==> src/rtl/spi_pkg.sv <==
// Shared definitions for the SPI frame transmitter: FSM states and
// mode-0 framing constants.
package spi_pkg;

  typedef enum logic [2:0] {
    IDLE = 3'd0,
    LOAD = 3'd1,
    LOW  = 3'd2,
    HIGH = 3'd3,
    HOLD = 3'd4,
    GAP  = 3'd5
  } state_t;

  localparam int   SPI_BYTE_W = 8;
  localparam logic CPOL       = 1'b0;  // SCK idles low
  localparam logic CPHA       = 1'b0;  // data sampled on the leading (rising) edge

endpackage

==> src/rtl/spi_clk_gen.sv <==
// Half-period timer for SCK: counts CLK_DIV clk cycles while enabled and
// flags the last one with 'tick'. Cleared when a new byte is loaded so every
// byte starts with a full low half-period.
module spi_clk_gen #(
  parameter int CLK_DIV = 4
) (
  input  logic clk,
  input  logic rst_n,
  input  logic en,
  input  logic clr,
  output logic tick
);

  localparam int               CNT_W = (CLK_DIV > 1) ? $clog2(CLK_DIV) : 1;
  localparam logic [CNT_W-1:0] TC    = CNT_W'(CLK_DIV - 1);

  logic [CNT_W-1:0] cnt;

  assign tick = en && (cnt == TC);

  // Half-period counter, wraps to 0 on terminal count
  always_ff @(posedge clk or negedge rst_n) begin
    if (!rst_n) begin
      cnt <= '0;
    end else if (clr) begin
      cnt <= '0;
    end else if (en) begin
      if (cnt == TC) cnt <= '0;
      else           cnt <= cnt + CNT_W'(1);
    end
  end

endmodule

==> src/rtl/spi_frame_tx.sv <==
// SPI mode-0 frame transmitter, MSB first. Accepts bytes on a valid/ready
// stream and sends frame_len of them inside one CS-low frame, with a CS hold
// time after the last SCK fall and a minimum CS-high gap between frames.
module spi_frame_tx
  import spi_pkg::*;
#(
  parameter int CLK_DIV = 4,
  parameter int CS_HOLD = 2,
  parameter int CS_IDLE = 2,
  parameter int LEN_W   = 10
) (
  input  logic             clk,
  input  logic             rst_n,
  input  logic             start,
  input  logic [LEN_W-1:0] frame_len,
  input  logic [7:0]       tx_data,
  input  logic             tx_valid,
  output logic             tx_ready,
  output logic             busy,
  output logic             done,
  output logic             CS,
  output logic             SCK,
  output logic             MOSI
);

  localparam int DLY_MAX = (CS_HOLD > CS_IDLE) ? CS_HOLD : CS_IDLE;
  localparam int DLY_W   = (DLY_MAX > 0) ? $clog2(DLY_MAX + 1) : 1;
  localparam int BIT_W   = $clog2(SPI_BYTE_W);

  state_t                  state;
  logic [LEN_W-1:0]        remaining;
  logic [BIT_W-1:0]        bit_cnt;
  logic [SPI_BYTE_W-1:0]   shreg;
  logic [DLY_W-1:0]        dly_cnt;
  logic                    tick;
  logic                    hp_en;

  // A byte is only ever taken in LOAD, so ready is a pure state decode
  assign tx_ready = (state == LOAD);
  assign hp_en    = (state == LOW) || (state == HIGH);

  spi_clk_gen #(
    .CLK_DIV (CLK_DIV)
  ) u_clk_gen (
    .clk   (clk),
    .rst_n (rst_n),
    .en    (hp_en),
    .clr   (tx_ready && tx_valid),
    .tick  (tick)
  );

  // Frame sequencer: CS framing, SCK generation, shift-out and byte counting
  always_ff @(posedge clk or negedge rst_n) begin
    if (!rst_n) begin
      state     <= IDLE;
      CS        <= 1'b1;
      SCK       <= CPOL;
      MOSI      <= 1'b0;
      busy      <= 1'b0;
      done      <= 1'b0;
      remaining <= '0;
      bit_cnt   <= '0;
      shreg     <= '0;
      dly_cnt   <= '0;
    end else begin
      done <= 1'b0;
      case (state)
        IDLE: begin
          if (start) begin
            if (frame_len != '0) begin
              CS        <= 1'b0;
              remaining <= frame_len;
              busy      <= 1'b1;
              state     <= LOAD;
            end else begin
              // Empty frame: acknowledge without touching the bus
              done <= 1'b1;
            end
          end
        end

        LOAD: begin
          if (tx_valid) begin
            shreg   <= tx_data;
            MOSI    <= tx_data[SPI_BYTE_W-1];
            bit_cnt <= BIT_W'(SPI_BYTE_W - 1);
            state   <= LOW;
          end
        end

        LOW: begin
          if (tick) begin
            SCK   <= ~CPOL;
            state <= HIGH;
          end
        end

        HIGH: begin
          if (tick) begin
            SCK <= CPOL;
            if (bit_cnt != '0) begin
              shreg   <= {shreg[SPI_BYTE_W-2:0], 1'b0};
              MOSI    <= shreg[SPI_BYTE_W-2];
              bit_cnt <= bit_cnt - BIT_W'(1);
              state   <= LOW;
            end else begin
              remaining <= remaining - LEN_W'(1);
              dly_cnt   <= '0;
              state     <= (remaining == LEN_W'(1)) ? HOLD : LOAD;
            end
          end
        end

        HOLD: begin
          if (dly_cnt == DLY_W'(CS_HOLD - 1)) begin
            CS      <= 1'b1;
            done    <= 1'b1;
            MOSI    <= 1'b0;
            dly_cnt <= '0;
            state   <= GAP;
          end else begin
            dly_cnt <= dly_cnt + DLY_W'(1);
          end
        end

        GAP: begin
          // CS stays high for CS_IDLE full cycles after the done cycle
          if (dly_cnt == DLY_W'(CS_IDLE)) begin
            busy  <= 1'b0;
            state <= IDLE;
          end else begin
            dly_cnt <= dly_cnt + DLY_W'(1);
          end
        end

        default: begin
          state <= IDLE;
        end
      endcase
    end
  end

endmodule

==> config.mk <==
export PLATFORM = sky130hd
export DESIGN_NAME = spi_frame_tx
export DESIGN_NICKNAME = d
export VERILOG_FILES = /design/src/rtl/spi_pkg.sv /design/src/rtl/spi_clk_gen.sv /design/src/rtl/spi_frame_tx.sv
export SDC_FILE = /design/constraint.sdc
export NUM_CORES = 1
export LEC_CHECK = 0
export CAP_MARGIN = 10
export CELL_PAD_IN_SITES_DETAIL_PLACEMENT = 2
export CELL_PAD_IN_SITES_GLOBAL_PLACEMENT = 2
export CORE_MARGIN = 2
export CORE_UTILIZATION = 30
export DETAILED_ROUTE_END_ITERATION = 16
export PLACE_DENSITY = 0.81
export SYNTH_ARGS = -nofsm -noshare
export SYNTH_HDL_FRONTEND = slang
export SYNTH_HIERARCHICAL = 1
export SYNTH_SLANG_ARGS = --single-unit
==> constraint.sdc <==
create_clock -name clk -period 2.51 [get_ports clk]
set_input_delay 0.502 -clock clk [delete_from_list [all_inputs] [get_ports clk]]
set_output_delay 0.502 -clock clk [all_outputs]
set_load 0.01 [all_outputs]
### Yosys cells after proc, flatten, opt, wreduce, memory -nomap -nowiden

Cells that the tools add are included.

* register bits: 32
* bits of input ports: 22
* logic and storage cells: 107

* $add $sub $neg: 4
* equal/unequal tests: 19
* multiplexer cells: 51
* reduce and logical (&&, ||, !) cells: 22

Operators with widths (count)
* $mux W10: 4
* $mux W3: 12
* $mux W7: 3
* $pmux W10 S2: 1
* $ne A2 B2 Y1 const B: 9
* $pmux W3 S6: 1
* $reduce_and A4 Y1: 4
* $mux W1: 15
* $mux W2: 7
* $pmux W7 S2: 1
* $reduce_bool A2 Y1: 6
* $eq A10 B1 Y1 const B: 1
* $reduce_and A5 Y1: 2
* $reduce_bool A10 Y1: 1
* $sub A10 B1 Y10 const B: 1
* $reduce_bool A3 Y1: 3
* $pmux W1 S2: 4
* $reduce_and A7 Y1: 1
* $eq A3 B2 Y1 const B: 2
* $eq A3 B3 Y1 const B: 2
* $pmux W2 S3: 1
* $pmux W3 S2: 1
* $add A2 B1 Y2 const B: 2
* $eq A2 B2 Y1 const B: 2
* other kinds (9): 10

### Depth between registers and ports, before layout

Gate-level depths: netlist (run 1).

* depth after elaboration: 5
* depth in mapped cells: 10
* mapped depth without buffers: 7

### Cells and area by module

Netlist (run 1), hierarchy kept.

Modules (own cells, without submodules)
* spi_frame_tx: instances 1, cells an instance 219, area each 1915.6 sq um
* spi_clk_gen: instances 1, cells an instance 9, area each 106.4 sq um

### Least setup slack after synthesis (run 1)

No wires, ideal clock.

* path type: register to register
* start: reg state[1]
* end: reg bit_cnt[1]
* arrival: 2.243 ns
* data required time: 2.422 ns
* slack: 0.178 ns
* stages on the path, launching flop included: 11
* path buffers: 3
* period minus slack after synthesis: 2.332 ns
* cells stage by stage: dfrtp_1 > clkbuf_1 > clkbuf_1 > inv_1 > nor2_1 > and2_1 > nand2_1 > o21ai_1 > clkbuf_1 > a21oi_1 > a41oi_1

* longest elaborated chain between the ends: 5
* elaborated cells between the ends (all ways): 11

Ends and longest elaborated chain
* from (decl): line spi_frame_tx.sv:30 `state_t state;`
* from (signal assigned): line spi_frame_tx.sv:109 `state <= (remaining == LEN_W'(1)) ? HOLD : LOAD;`
* $eq A3 B2 Y1: line spi_frame_tx.sv:40 `assign hp_en = (state == LOW) || (state == HIGH);`
* $logic_or A1 B1 Y1 (*): line spi_frame_tx.sv:40
* net hp_en: line spi_frame_tx.sv:36 `logic hp_en;`
* $logic_and A1 B1 Y1 (*): line spi_clk_gen.sv:19 `assign tick = en && (cnt == TC);`
* net tick: line spi_frame_tx.sv:35 `logic tick;`
* $ne A2 B2 Y1 (no source line) (*)
* $reduce_and A4 Y1 (no source line) (*)
* to (signal assigned): line spi_frame_tx.sv:86 `bit_cnt <= BIT_W'(SPI_BYTE_W - 1);`
* to (signal assigned): line spi_frame_tx.sv:104 `bit_cnt <= bit_cnt - BIT_W'(1);`
* to (decl): line spi_frame_tx.sv:32 `logic [BIT_W-1:0] bit_cnt;`

The timed path passes the listed nets; every way through them passes the cells marked *.
A chain may end at the register's enable or synchronous reset.

### Worst setup path after layout (run 1)

* start: reg state[0]
* end: out tx_ready

* longest elaborated chain between the ends: 1

Ends and longest elaborated chain
* $eq A3 B1 Y1: line spi_frame_tx.sv:39 `assign tx_ready = (state == LOAD);`
* to (decl): line spi_frame_tx.sv:18 `output logic tx_ready,`

Every way passes these cells.

==> metrics, run 1 <==
status complete, no violations; Die Y between 80 and 90 um; Worst-path clk slew 70 ps; Hold Crit Class reg2reg; die area 7410 sq um; CP Buf/Inv Count 1; I/O Buffers 27; count leader, synth dfrtp_1; RSZ-0062 raised after global routing false; syn nets 258; Synth Instances 228; fin. max-slew vios 0; total gr overflow 0; leak pwr slightly above 0.001 uW; starting density of the core 31.5%; cells along the critical path nand2_1 > nor2_1 > clkdlybuf4s50_1; antenna violations before repair 0; Worst Path Class, Setup reg2out; gpl congestion about 0.82; worst r2r src remaining[0]; Synth area leader dfrtp_1; first-pass detailed-route iteration total 4; Fin. Hold Viols 0; GR Util All Layers between 10% and 20%; total core area 6420 sq um; clock skew between 6 and 7 ps; Worst EP arrival 1800 ps; CP max-delay cell dfrtp_1; Max Cap Viol 0; Area contributors post-synth dfrtp_1 (38%), a21oi_1 (5.7%), ha_1 (5.0%); post-synth top area share 38.4%; final WL between 6000 and 7000 um; hold_sp bit_cnt[0]; Mapped Area between 2000 and 2500 sq um; Synth top cells by count dfrtp_1 (31), a21oi_1 (23), nand2_1 (23); post-synthesis sequential area ratio 39.7%; area of the multi-input gates ~1100 sq um; post-detail-place hpwl approximately 4800 um; via count approximately 2,000; TritonCTS clock tree built; Hold Buf Count CTS 0; synthesized flop and latch total 32; Final min period between 2000 and 2500 ps; CTS max path bufs 2; YS warnings 6; pin count of the biggest net entering global routing 33; Sink Count 32; Area Growth Syn to Fin 24.8%; vias in the first global route 2,092; Worst-Skew Late Latency between 200 and 300 ps; crit share post-route 91.7%; Worst setup EP type output pin; fill cell count between 700 and 800; final setup vio count 0; worst hold slack about 510 ps; Die X-Extent ~86 um; antenna-violating nets left 0; Antenna diodes 0; async set-reset flop share out of synthesis 100%; Req. time, crit path about 2000 ps; register cell area after layout ~800 sq um; EDFF count, synth 0; utilization after layout about two fifths; TritonCTS buffer count 5; vias per cell 5.77; Syn Area/Cell between 8 and 9 sq um; ys flop type dfrtp_1; Power per Cell Area about 1100 nW/um^2; Synth cell types 48; site row count 29; setup TNS 0 ps; CP startpoint state[0]; crit-path leading delay family flip-flops; I/O pin total 28; first-pass GRT wire length 11,000 um; post-CTS setup buffers 0; Slew @ Worst Pin between 800 and 900 ps; DRC viols 0; CTS root buffer clkbuf_8; post-CTS resize count 0; Nets about 290; CP max stage delay between 500 and 600 ps; slew margin rel. a little under half; htree depth 2; Peak Freq approximately 430 MHz; DR iter-0 viols 67; VDD IR max 0.362 mV; worst-path fanout max 12; CP Launch Type register; Wirelength per Cell between 15 and 20 um; share of cells above drive strength 1 11.1%
## layout by cell type (no fill, tap or decap), drive strengths merged, types with 2 or more instances in the layout
cell / synthesis / final
dfrtp: 31 / 31
clkbuf: 10 / 7
o2bb2ai: 2 / 2
ha: 8 / 8
buf: 5 / 14
and2: 2 / 2
o31ai: 2 / 2
inv: 13 / 13
a22o: 2 / 2
nand2: 23 / 23
nor3: 6 / 6
o22ai: 6 / 6
a211oi: 6 / 6
a41oi: 7 / 7
a21o: 3 / 3
a2bb2oi: 9 / 9
a21oi: 25 / 25
clkdlybuf4s50: 0 / 27
nand3: 3 / 3
a31oi: 4 / 4
a221oi: 3 / 3
nor2b: 3 / 3
mux2i: 2 / 2
o21ai: 11 / 11
nor4: 2 / 2
nand2b: 4 / 4
mux2: 2 / 2
or4: 2 / 2
nor2: 18 / 18
## cell type report
class,instances,share of cell area [%]
multi-input combinational,168,43.9
clock buffer,7,3.02
tap,77,3.82
timing repair buffer,41,15.4
sequential,32,31.8
clock inverter,1,0.198
inverter,13,1.93
## state kept, by name, indices dropped and copies added (netlist names), 2 cells and up
signal,flops
shreg,7
bit_cnt,3
u_clk_gen/cnt,2
remaining,10
state,3
dly_cnt,2
## per-stage QoR
stage | setup slack [ps] | power, uW | area [sq um] | cells
after global placement | 64.0 | 2360 | 2440 | 331
after global routing | 113 | 3100 | 2520 | 339
after detailed placement | -11.2 | 2450 | 2440 | 331
after CTS | 202 | 2870 | 2520 | 339
after floorplan | 178 | 1910 | 2020 | 228
final | 209 | 2850 | 2520 | 339
## metal layers
metal  wire (um)  global-route usage, %
met1        3010                   24.7
met2        3300                   32.8
met3         150                   3.18
met4          89                   5.19
met5           0                      0
## report_power, final
| part | leakage, uW | internal, uW | switching, uW |
|---|---|---|---|
| Sequential | 0.000379 | 744 | 226 |
| Combinational | 0.000613 | 639 | 845 |
| Clock | 0.0000422 | 195 | 201 |
## worst paths after layout
kind                            slack (ps)           end  cells after the start
worst max-delay path                   210      tx_ready                      3
worst min-delay path                   510    bit_cnt[0]                      1
worst max register to register         350  remaining[8]                      6
worst min register to register         510    bit_cnt[0]                      1
max in group asynchronous             1550            CS                      2
min in group asynchronous              630  remaining[0]                      2
## cells by family (layout without fill, tap and decap cells)
group	after synthesis	count (layout)	share of synthesized area [%]
AO/OA/AOI/OAI	86	86	30.4
buffers and inverters	28	62	5.57
multiplexers	4	4	2.29
AND/OR/NAND/NOR	70	70	17.1
adder cells (fa/ha/maj)	8	8	4.95
flip-flops	32	32	39.7
Note: power is estimated with default switching activity, not from simulation.
==> run 2, diff against run 1 <==
Settings changed: ABC_CLOCK_PERIOD_IN_PS from default to 2510.
==> results of run 2 <==
Same layout as run 1: the final DEF is identical, and so are final timing and power.
